**src/rtl/op2_imm_encoder.sv**
```systemverilog
// Iterative ARM operand-2 immediate encoder: finds {rot4, imm8} with value == imm8 ROR (2*rot4),
// testing one rotation per cycle. Optional second pass over ~value under OP2_INVERT_EN.
module op2_imm_encoder #(
   parameter int ROT_STEPS = 16,
   parameter int DATA_W    = 32
) (
   input  logic              clk,
   input  logic              reset_n,
   input  logic              in_valid,
   output logic              in_ready,
   input  logic [DATA_W-1:0] value,
   input  logic              carry_in,
   output logic              out_valid,
   input  logic              out_ready,
   output logic              found,
   output logic [7:0]        imm8,
   output logic [3:0]        rot4,
   output logic              carry_out,
   output logic              inverted,
   output logic [1:0]        dbg_state
);

   // Handshakes: a transfer happens on a rising edge where valid && ready are both high;
   // out_valid and all result fields are held stable until that transfer.

   typedef enum logic [1:0] {
      S_IDLE   = 2'd0,
      S_SEARCH = 2'd1,
      S_DONE   = 2'd2
   } state_t;

   localparam logic [3:0] LAST_K = 4'(ROT_STEPS - 1);

   state_t            state_q;
   logic [DATA_W-1:0] val_q;
   logic              cin_q;
   logic [3:0]        k_q;
   logic              out_valid_q;
   logic              found_q;
   logic [7:0]        imm8_q;
   logic [3:0]        rot4_q;
   logic              carry_q;

   logic [DATA_W-1:0]   cand_d;
   logic [2*DATA_W-1:0] dbl_d;
   logic [DATA_W-1:0]   rol_d;
   logic [5:0]          amt_d;
   logic                hit_d;

`ifdef OP2_INVERT_EN
   logic pass_q;
   logic inv_q;
   assign cand_d   = pass_q ? ~val_q : val_q;
   assign inverted = inv_q;
`else
   assign cand_d   = val_q;
   assign inverted = 1'b0;
`endif

   // Rotate-left by 2*k via a doubled word; rotate by 0 leaves the upper half untouched.
   assign amt_d = {1'b0, k_q, 1'b0};
   assign dbl_d = {cand_d, cand_d} << amt_d;
   assign rol_d = dbl_d[2*DATA_W-1:DATA_W];
   assign hit_d = (rol_d[DATA_W-1:8] == '0);

   assign in_ready  = (state_q == S_IDLE);
   assign out_valid = out_valid_q;
   assign found     = found_q;
   assign imm8      = imm8_q;
   assign rot4      = rot4_q;
   assign carry_out = carry_q;
   assign dbg_state = state_q;

   always_ff @(posedge clk or negedge reset_n) begin
      if (!reset_n) begin
         state_q     <= S_IDLE;
         val_q       <= '0;
         cin_q       <= 1'b0;
         k_q         <= '0;
         out_valid_q <= 1'b0;
         found_q     <= 1'b0;
         imm8_q      <= '0;
         rot4_q      <= '0;
         carry_q     <= 1'b0;
`ifdef OP2_INVERT_EN
         pass_q      <= 1'b0;
         inv_q       <= 1'b0;
`endif
      end else begin
         case (state_q)
            S_IDLE: begin
               if (in_valid) begin
                  val_q   <= value;
                  cin_q   <= carry_in;
                  k_q     <= '0;
`ifdef OP2_INVERT_EN
                  pass_q  <= 1'b0;
`endif
                  state_q <= S_SEARCH;
               end
            end
            S_SEARCH: begin
               if (hit_d) begin
                  found_q     <= 1'b1;
                  imm8_q      <= rol_d[7:0];
                  rot4_q      <= k_q;
                  // A non-zero rotate puts the top bit of the encoded word on the carry.
                  carry_q     <= (k_q == 4'd0) ? cin_q : cand_d[DATA_W-1];
`ifdef OP2_INVERT_EN
                  inv_q       <= pass_q;
`endif
                  out_valid_q <= 1'b1;
                  state_q     <= S_DONE;
               end else if (k_q == LAST_K) begin
`ifdef OP2_INVERT_EN
                  if (!pass_q) begin
                     pass_q <= 1'b1;
                     k_q    <= '0;
                  end else begin
                     found_q     <= 1'b0;
                     imm8_q      <= '0;
                     rot4_q      <= '0;
                     carry_q     <= cin_q;
                     inv_q       <= 1'b0;
                     out_valid_q <= 1'b1;
                     state_q     <= S_DONE;
                  end
`else
                  found_q     <= 1'b0;
                  imm8_q      <= '0;
                  rot4_q      <= '0;
                  carry_q     <= cin_q;
                  out_valid_q <= 1'b1;
                  state_q     <= S_DONE;
`endif
               end else begin
                  k_q <= k_q + 4'd1;
               end
            end
            S_DONE: begin
               if (out_ready) begin
                  out_valid_q <= 1'b0;
                  state_q     <= S_IDLE;
               end
            end
            default: state_q <= S_IDLE;
         endcase
      end
   end

endmodule

```
**config.mk**
```make
export PLATFORM = sky130hd
export DESIGN_NAME = op2_imm_encoder
export DESIGN_NICKNAME = d
export VERILOG_FILES = /design/src/rtl/op2_imm_encoder.sv
export SDC_FILE = /design/constraint.sdc
export NUM_CORES = 1
export LEC_CHECK = 0
export CAP_MARGIN = 20
export CORE_AREA = 2 2 82 84
export CTS_BUF_LIST = sky130_fd_sc_hd__clkbuf_4 sky130_fd_sc_hd__clkbuf_8
export DETAILED_ROUTE_END_ITERATION = 10
export DIE_AREA = 0 0 84 86
export PLACE_DENSITY = 0.83
export RECOVER_POWER = 100
export SKIP_LAST_GASP = 1
export SLEW_MARGIN = 40
export SYNTH_ARGS = -nofsm -noshare
export SYNTH_HDL_FRONTEND = slang
export SYNTH_SLANG_ARGS = --single-unit
```
**constraint.sdc**
```tcl
create_clock -name clk -period 4.2 [get_ports clk]
set_input_delay 0.84 -clock clk [delete_from_list [all_inputs] [get_ports clk]]
set_output_delay 0.84 -clock clk [all_outputs]
set_load 0.01 [all_outputs]
```
[After elaboration in Yosys (flattened, before gate mapping)]
Cells that the tools add are included.
Word-level totals
  memories: 0
  bits in latches: 0
  word-level logic and storage cells: 52
  flip-flop bits (word level): 54
  bits in writable memories: 0
  output and inout port bits: 19
  memory bits (read-only): 0
Operators by class
  div/mod/pow operators: 0
  multipliers: 0
  equality and inequality tests: 8
  shift-type cells: 1
  bitwise operators: 0
  mux-type cells: 22
  $lt $le $gt $ge: 0
  reductions and logical operators: 11
  add/sub/neg operators: 1
Operators with widths (number)
  64-bit by 5-bit left shift with 64-bit output: 1
  24-bit logical NOT: 1
  4-bit two-way mux: 5
  8-bit two-way mux: 2
  1-bit two-way mux: 8
  2-bit two-way mux: 4
  2-bit inequality test, second input constant: 4
  4-bit one-hot mux with 2 select lines: 1
  2-bit one-hot mux with 3 select lines: 1
  3-bit AND reduction: 2
  2-bit nonzero test: 3
  4-bit by 1-bit adder with 4-bit output, second input constant: 1
  4-bit == test, second input constant: 1
  4-bit logical NOT: 1
  2-bit AND reduction: 2
  4-bit AND reduction: 1
  3-bit inequality test, second input constant: 1
  2-bit by 1-bit == test with 1-bit output, second input constant: 1
  2-bit == test, second input constant: 1
  2-bit logical NOT: 1
  1-bit one-hot mux with 2 select lines: 1

[Depth between registers and ports, before layout]
Gate-level depths: netlist (run 1).
  depth after elaboration: 4
  gate-level depth with buffers: 12
  mapped depth without buffers: 8

[Worst setup path before layout (run 1)]
Ideal clock, no wire load.
  path kind: flip-flop to flip-flop
  from: register k_q[1]
  to: register k_q[1]
  setup slack: 1.900 ns
  data arrival time: 2.174 ns
  buffers on the path: 2
  cell stages (with the launch flop): 10
  library setup time: 0.125 ns
  path through: dfrtp_1 > buf_6 > buf_6 > mux4_2 > nor3_1 > nand3_1 > o31ai_4 > nand3_2 > and3_4 > mux2_4
On the way
  cells in the longest elaborated chain, start to end: 4
  elaborated cells between the ends (all ways): 10
Ends and longest elaborated chain
  start, declared: RTL line 37  | logic [3:0] k_q;
  start signal, assigned: RTL line 137  | k_q <= k_q + 4'd1;
  64-bit by 5-bit left shift with 64-bit output or 4-bit by 1-bit adder with 4-bit output (tied branches): RTL line 62, 137
  24-bit logical NOT or 4-bit two-way mux (tied branches): RTL line 64, 114
  2-bit inequality test (no source line) or 4-bit two-way mux (tied branches)
  4-bit AND reduction (no source line) or 4-bit one-hot mux with 2 select lines (tied branches)
Parallel ways exist; a longest one is shown, timed or not. The select of a mux whose other input is x is not followed.
A chain may end at the register's enable or synchronous reset.

[Worst setup path in the final report (run 1)]
  from: register k_q[0]
  to: register k_q[1]
The elaborated chain is that of the path after synthesis.

==> results of run 1 <==
## cell type report
type,count,area [µm²],area share (%)
multi-input cells,341,2160,49.8
flip-flops and latches,54,1350,31.2
repair buffers,64,602,13.9
well taps,77,96.3,2.22
clock buffers,5,68.8,1.59
clock inverters,3,40.0,0.924
inverters,4,15.0,0.347
## placed cells by master (no fill, tap or decap), types with 3 or more instances in the layout
cell             netlist  final
nand2b_1               3      3
clkdlybuf4s50_1        0     34
clkbuf_8               0      5
mux4_2                20     20
a21oi_1               25     25
mux2_2                 3      3
clkbuf_1              12      3
o32ai_1                2      3
o21ai_0               14     24
nor2_1                33     33
dfrtp_1               54     53
nand2_1              119    119
dlygate4sd3_1          0     19
and2_1                 3      3
mux2i_1               17     17
buf_4                  4      8
a22oi_1                3      3
a211oi_1               6      6
nand3_1               19     20
o22ai_1                3      3
nor3b_1                5      5
nor3_1                19     19
## where the power goes
part / internal, µW / switching (µW) / total [µW]
registers: 700 / 447 / 1150
clock network: 176 / 181 / 357
logic: 918 / 995 / 1910
## registers in the layout, indices dropped and copies added (netlist names)
register   cells
dbg_state      2
found          1
carry_out      1
cin_q          1
rot4           4
out_valid      1
cand_d        32
imm8           8
k_q            4
## how the worst min path moves through the flow
stage,start,to,depth (start not counted)
3_5_place_dp,out_valid,out_valid,1
6_report,found,found,2
4_1_cts,out_valid,out_valid,1
5_1_grt,found,found,2
3_3_place_gp,out_valid,out_valid,1
2_1_floorplan,cin_q,cin_q,2
## cells in the mapped netlist, drive strengths merged, types with 2 or more instances
master | instances | area [µm²]
o211ai | 2 | 15.0
a21o | 2 | 15.0
a21oi | 25 | 125
o32ai | 4 | 50.1
nor2b | 2 | 12.5
ha | 2 | 25.0
a222oi | 2 | 20.0
a22oi | 3 | 22.5
nand3 | 20 | 105
nand2 | 119 | 447
nor2 | 33 | 124
mux4 | 20 | 450
clkbuf | 12 | 45.0
mux2i | 17 | 170
mux2 | 5 | 60.1
buf | 21 | 150
dfrtp | 54 | 1350
and2 | 3 | 18.8
nor3b | 5 | 37.5
and3 | 2 | 17.5
a32oi | 2 | 17.5
or2 | 3 | 18.8
nand2b | 3 | 18.8
o21ai | 26 | 130
o22ai | 3 | 18.8
a211oi | 6 | 45.0
inv | 3 | 11.3
nor3 | 19 | 95.1
## critical path: stages, from the launching register on
cell      delay (ps)
dfrtp_1          630
clkinv_1         600
a21oi_1          300
o41ai_1           80
o21ai_0          480
o32ai_1          170
nand3_1          260
and3_1           270
mux2_1           340
## logic make-up (layout without fill, tap and decap cells)
family                   count (synthesis)  in the layout  share of synthesized area [%]
AND/OR/NAND/NOR                        212            212                           24.5
AO/OA/AOI/OAI                           83             83                           14.5
flip-flops                              54             54                           36.1
multiplexers                            42             42                           18.2
buffers and inverters                   37             76                           5.62
adder cells (fa/ha/maj)                  2              2                          0.669
other                                    1              1                          0.100
XOR/XNOR                                 1              1                          0.234
## through the flow
stage / area (µm²) / hold slack, ps
final: 4330 / 483
after detailed placement: 4250 / 472
after global routing: 4330 / 513
after floorplan: 3740 / 468
after global placement: 4250 / 465
after CTS: 4360 / 496
## layer usage
layer | vias up | wire length [µm] | track usage (%)
li1 | 1604 | - | -
met1 | 1591 | 4040 | 36.2
met2 | 155 | 4750 | 47.7
met3 | 36 | 739 | 5.97
met4 | 0 | 265 | 10.7
met5 | - | 0 | 0
==> metrics.csv, run 1 <==
stage,metric,value,unit
timing,minimum clock period,3250,ps
final_layout,# diodes,0,
timing,RSZ-0062 raised after global routing,false,
worst_setup_path,FF-to-FF End,k_q[1],
worst_setup_path,Critical Path Source Type,flip-flop,
clock_network,clk_lat worst skew,320,ps
floorplanning,top-level port count,56,
timing,setup_tns,0,ps
grt,largest net degree at the start of global routing,37,
placement,buffers added on ports,54,
logic_synthesis,"FF+latch count, synth",54,
placement,DP Worst Slack,1160,ps
timing,Final Max Tran Viols,33,
logic_synthesis,syn_area_per_cell,8.66,µm²
final_layout,# nets final,509,
worst_setup_path,r2r startpoint,k_q[0],
pwr,Power per Cell Area,789,nW/µm²
timing,final setup fails,0,
hold_path,worst hold path class,reg2reg,
timing,Slew HR,-12.2,%
logic_synthesis,"Seq/Total Area, Yosys",36.1,%
timing,final setup margin,952,ps
logic_synthesis,net count after synthesis,471,
pwr,Max VDD drop,0.420,mV
clock_network,CTS Buf Count,5,
grt,grt ovf,0,
logic_synthesis,async set or reset register ratio after synthesis,100,%
outcome,violated checks,"max-capacitance violations, max-slew violations",
clock_network,TritonCTS clock tree,done,
drt,drt first pass iters,7,
floorplanning,DIE WIDTH,84,µm
timing,Final period util,77.3,%
grt,vias in the first global route,3231,
pwr,Total Power,3420,µW
clock_network,CTS Root Cell,clkbuf_8,
logic_synthesis,Post-synth EDFFs,0,
floorplanning,Die Y,86,µm
drt,DRT Wirelength,9790,µm
worst_setup_path,crit end category,flip-flop,
timing,Final Hold Viols,0,
drt,final antenna-violating net count,0,
logic_synthesis,"Top FF cell, synth",dfrtp_1,
placement,HPWL after DPL,7010,µm
worst_setup_path,critical path data arrival time,3460,ps
worst_setup_path,CP Max Fanout,16,
timing,transition time at the pin with the least slew margin,1680,ps
clock_network,CTS H-tree depth,2,
worst_setup_path,reg2reg path depth,8,
final_layout,Fillers,530,
logic_synthesis,Syn Inst Count,432,
clock_network,Hold Buf Count CTS,0,
floorplanning,initial core utilization,59.6,%
worst_setup_path,worst setup path end,k_q[1],
final_layout,layout cells sized above 1,9.55,%
placement,gpl congestion,1.01,
worst_setup_path,Reg2Reg Setup Slack,950,ps
final_layout,Non-Filler Instances,548,
placement,# placed instances,540,
grt,initial antenna violation count,0,
floorplanning,Core Rows,29,
clock_network,clock buffer depth,2,
timing,Max Clk Rate,0.308,GHz
pwr,cell leakage power,0.00193,µW
final_layout,Layout area overhead,15.8,%
timing,clock skew,12.5,ps
worst_setup_path,worst path required time,4410,ps
drt,Initial DRC Count,299,
clock_network,"Setup Fix Bufs, Post-CTS",0,
drt,Vias per Instance,6.18,
clock_network,PostCTS Resize Cnt,0,
worst_setup_path,Crit Path Class,reg2reg,
worst_setup_path,CP Launch Point,k_q[0],
floorplanning,Die Area,7220,µm²
flow_run,Max Cap Violations,1,
grt,Total GRT Usage,28.3,%
drt,Wirelength per Cell,17.9,µm
logic_synthesis,Post-Syn Area,3740,µm²
logic_synthesis,Yosys warnings,0,
logic_synthesis,count of cell types in the netlist,53,
final_layout,Final Util,69.0,%
outcome,outcome,finished with violations,
drt,vias,3386,
clock_network,CTS sink count,54,
clock_network,"Reg clk slew, reported paths",100,ps
drt,DRC Markers,0,
floorplanning,Placeable Area,6280,µm²
grt,first-pass GRT wire length,16400,µm
(Power assumes the default switching activity.)
==> run 2, diff against run 1 <==
- CORE_AREA: 2 2 82 84 -> 2 2 89 91
- DIE_AREA: 0 0 84 86 -> 0 0 91 93
- PLACE_DENSITY: 0.83 -> 0.75
- clock period: 4.2 -> 2.95 ns (I/O delays scaled with it)
==> run 2 against run 1 <==
The run now ends clean. Critical path depth unchanged. Global-route usage is 0.40 points lower. Via count grew 2.1%. Design area up 4.8%. Sequential power rose by 37%. Clock skew down 4.4 ps. Final cell count grew 7.7%. Wire length is 14% higher. Count of clock-buffer cells in the layout increased by 1. Critical path type unchanged.
==> metrics.csv, run 2 (synthesized netlist as in run 1, its figures left out) <==
stage,metric,value,unit,change
floorplanning,Core Rows,32,,was 29
timing,RSZ-0062 raised after global routing,false,,unchanged
timing,Final Max Tran Viols,0,,was 33
worst_setup_path,cell family with most CP delay,multiplexers,,was compound AO/OA/AOI/OAI gates
drt,DRT Wirelength,11200,µm,was 9790 µm
drt,Initial DRC Count,192,,was 299
clock_network,Hold Buf Count CTS,0,,unchanged
final_layout,# nets final,526,,was 509
final_layout,multi-input logic area,2180,µm²,was 2160 µm²
clock_network,CTS Buf Count,5,,unchanged
final_layout,Register Area,1360,µm²,was 1350 µm²
grt,largest net degree at the start of global routing,36,,was 37
final_layout,Fillers,691,,was 530
drt,metal2 WL,5460,µm,was 4750 µm
clock_network,"Reg clk slew, reported paths",100,ps,about the same
timing,transition time at the pin with the least slew margin,1470,ps,was 1680 ps
final_layout,layout cells sized above 1,13.3,%,was 9.55%
clock_network,PostCTS Resize Cnt,0,,unchanged
drt,Vias per Instance,5.86,,was 6.18
pwr,Max VDD drop,0.439,mV,was 0.420 mV
timing,Final Hold Viols,0,,unchanged
placement,gpl congestion,0.999,,was 1.01
drt,Met1 Routed Length,4700,µm,was 4040 µm
drt,Wirelength per Cell,19.0,µm,was 17.9 µm
timing,Final period util,94.2,%,was 77.3%
timing,Hold Slack,387,ps,was 483 ps
flow_run,Max Cap Violations,0,,was 1
worst_setup_path,Critical Path Source Type,flip-flop,,unchanged
clock_network,clock buffer depth,2,,unchanged
final_layout,"leading cell type in the layout, fill and taps excluded",nand2_1,,unchanged
worst_setup_path,CP Launch Point,k_q[2],,was k_q[0]
clock_network,CTS sink count,54,,unchanged
floorplanning,Die Y,93,µm,was 86 µm
pwr,cell leakage power,0.00203,µW,was 0.00193 µW
worst_setup_path,r2r startpoint,k_q[2],,was k_q[0]
clock_network,"Setup Fix Bufs, Post-CTS",0,,unchanged
grt,grt ovf,0,,unchanged
placement,HPWL after DPL,8490,µm,was 7010 µm
drt,met3 wire len,789,µm,was 739 µm
pwr,Power per Cell Area,1150,nW/µm²,was 789 nW/µm²
grt,first-pass GRT wire length,18500,µm,was 16400 µm
floorplanning,initial core utilization,49.7,%,was 59.6%
worst_setup_path,Reg2Reg Setup Slack,170,ps,was 950 ps
outcome,outcome,"finished, final reports clean",,was finished with violations
timing,setup_tns,0,ps,unchanged
clock_network,CTS Root Cell,clkbuf_8,,unchanged
hold_path,worst hold path class,in2async,,was reg2reg
placement,# placed instances,582,,was 540
placement,buffers added on ports,54,,unchanged
grt,vias in the first global route,3445,,was 3231
worst_setup_path,Crit Path Class,reg2reg,,unchanged
worst_setup_path,cell breakdown of the critical path,buf_4 -> nor3_1 -> a21oi_1 -> mux4_2 -> o31ai_4 -> nand3_2 -> and3_4 -> mux2_4,,was clkinv_1 -> a21oi_1 -> o41ai_1 -> o21ai_0 -> o32ai_1 -> nand3_1 -> and3_1 -> mux2_1
worst_setup_path,critical path data arrival time,2980,ps,was 3460 ps
grt,Total GRT Usage,27.9,%,was 28.3%
floorplanning,top-level port count,56,,unchanged
drt,top routing layer used,met4,,unchanged
worst_setup_path,CP max-delay cell,dfrtp_1,,unchanged
floorplanning,Placeable Area,7530,µm²,was 6280 µm²
final_layout,Layout area overhead,21.4,%,was 15.8%
drt,final antenna-violating net count,0,,unchanged
worst_setup_path,CP Max Fanout,13,,was 16
drt,vias,3458,,was 3386
worst_setup_path,crit end category,flip-flop,,unchanged
clock_network,CTS H-tree depth,2,,unchanged
floorplanning,DIE WIDTH,91,µm,was 84 µm
drt,DRC Markers,0,,unchanged
floorplanning,Die Area,8460,µm²,was 7220 µm²
final_layout,Non-Filler Instances,590,,was 548
final_layout,"commonest non-fill, non-tap cells in the layout","nand2_1, dfrtp_1, clkdlybuf4s50_1",,unchanged
pwr,Total Power,5230,µW,was 3420 µW
grt,initial antenna violation count,0,,unchanged
worst_setup_path,Worst path max stage delay,560,ps,was 630 ps
worst_setup_path,WP buf/inv,1,,unchanged
timing,final setup fails,0,,unchanged
final_layout,max FFs per register,32,,unchanged
final_layout,# diodes,0,,unchanged
timing,clock skew,8.09,ps,was 12.5 ps
drt,drt first pass iters,6,,was 7
clock_network,clk_lat worst skew,310,ps,was 320 ps
worst_setup_path,worst path required time,3150,ps,was 4410 ps
clock_network,TritonCTS clock tree,done,,unchanged
timing,minimum clock period,2780,ps,was 3250 ps
timing,Slew HR,1.85,%,was -12.2%
timing,Max Clk Rate,0.360,GHz,was 0.308 GHz
==> run 2: final timing paths <==
path	depth (start not counted)	to
setup / recovery	8	k_q[1]
setup reg to reg	8	k_q[1]
max in group asynchronous	2	cand_d[10]
min in group clk	2	found
hold / removal	1	imm8[4]
hold reg to reg	2	found
==> run 2: where the power goes <==
group	internal [µW]	switching, µW	total, µW
clock	263	249	512
combinational	1480	1660	3140
sequential	1000	571	1570
==> run 2: layout make-up <==
cell class / instances / area share [%]
clock buffers: 6 / 1.68
flip-flops and latches: 54 / 29.8
inverters: 4 / 0.331
clock inverters: 2 / 0.827
multi-input cells: 341 / 48.0
well taps: 102 / 2.81
repair buffers: 81 / 16.5
==> run 2: through the flow <==
| stage | setup WS (ps) | instance area (µm²) | util (%) |
|---|---|---|---|
| finish | 171 | 4540 | 60.3 |
| global route | 9.64 | 4540 | 60.3 |
| CTS | 142 | 4550 | 60.5 |
| detailed placement | 160 | 4440 | 58.9 |
| global placement | 111 | 4440 | 58.9 |
| floorplan | 650 | 3740 | - |
==> run 2: routing by layer <==
| layer | vias up | GRT usage (%) |
|---|---|---|
| met1 | 1628 | 36.4 |
| met5 | - | 0 |
| li1 | 1648 | - |
| met3 | 21 | 5.24 |
| met2 | 161 | 47.0 |
| met4 | 0 | 9.34 |
==> run 2: worst register-to-register path, delay by kind of cell, from the launching register on <==
| kind | cells | cell delay (ps) |
|---|---|---|
| AO/OA/AOI/OAI | 2 | 400 |
| AND/OR/NAND/NOR | 3 | 620 |
| buffers and inverters | 1 | 250 |
| flip-flops | 1 | 560 |
| multiplexers | 2 | 840 |
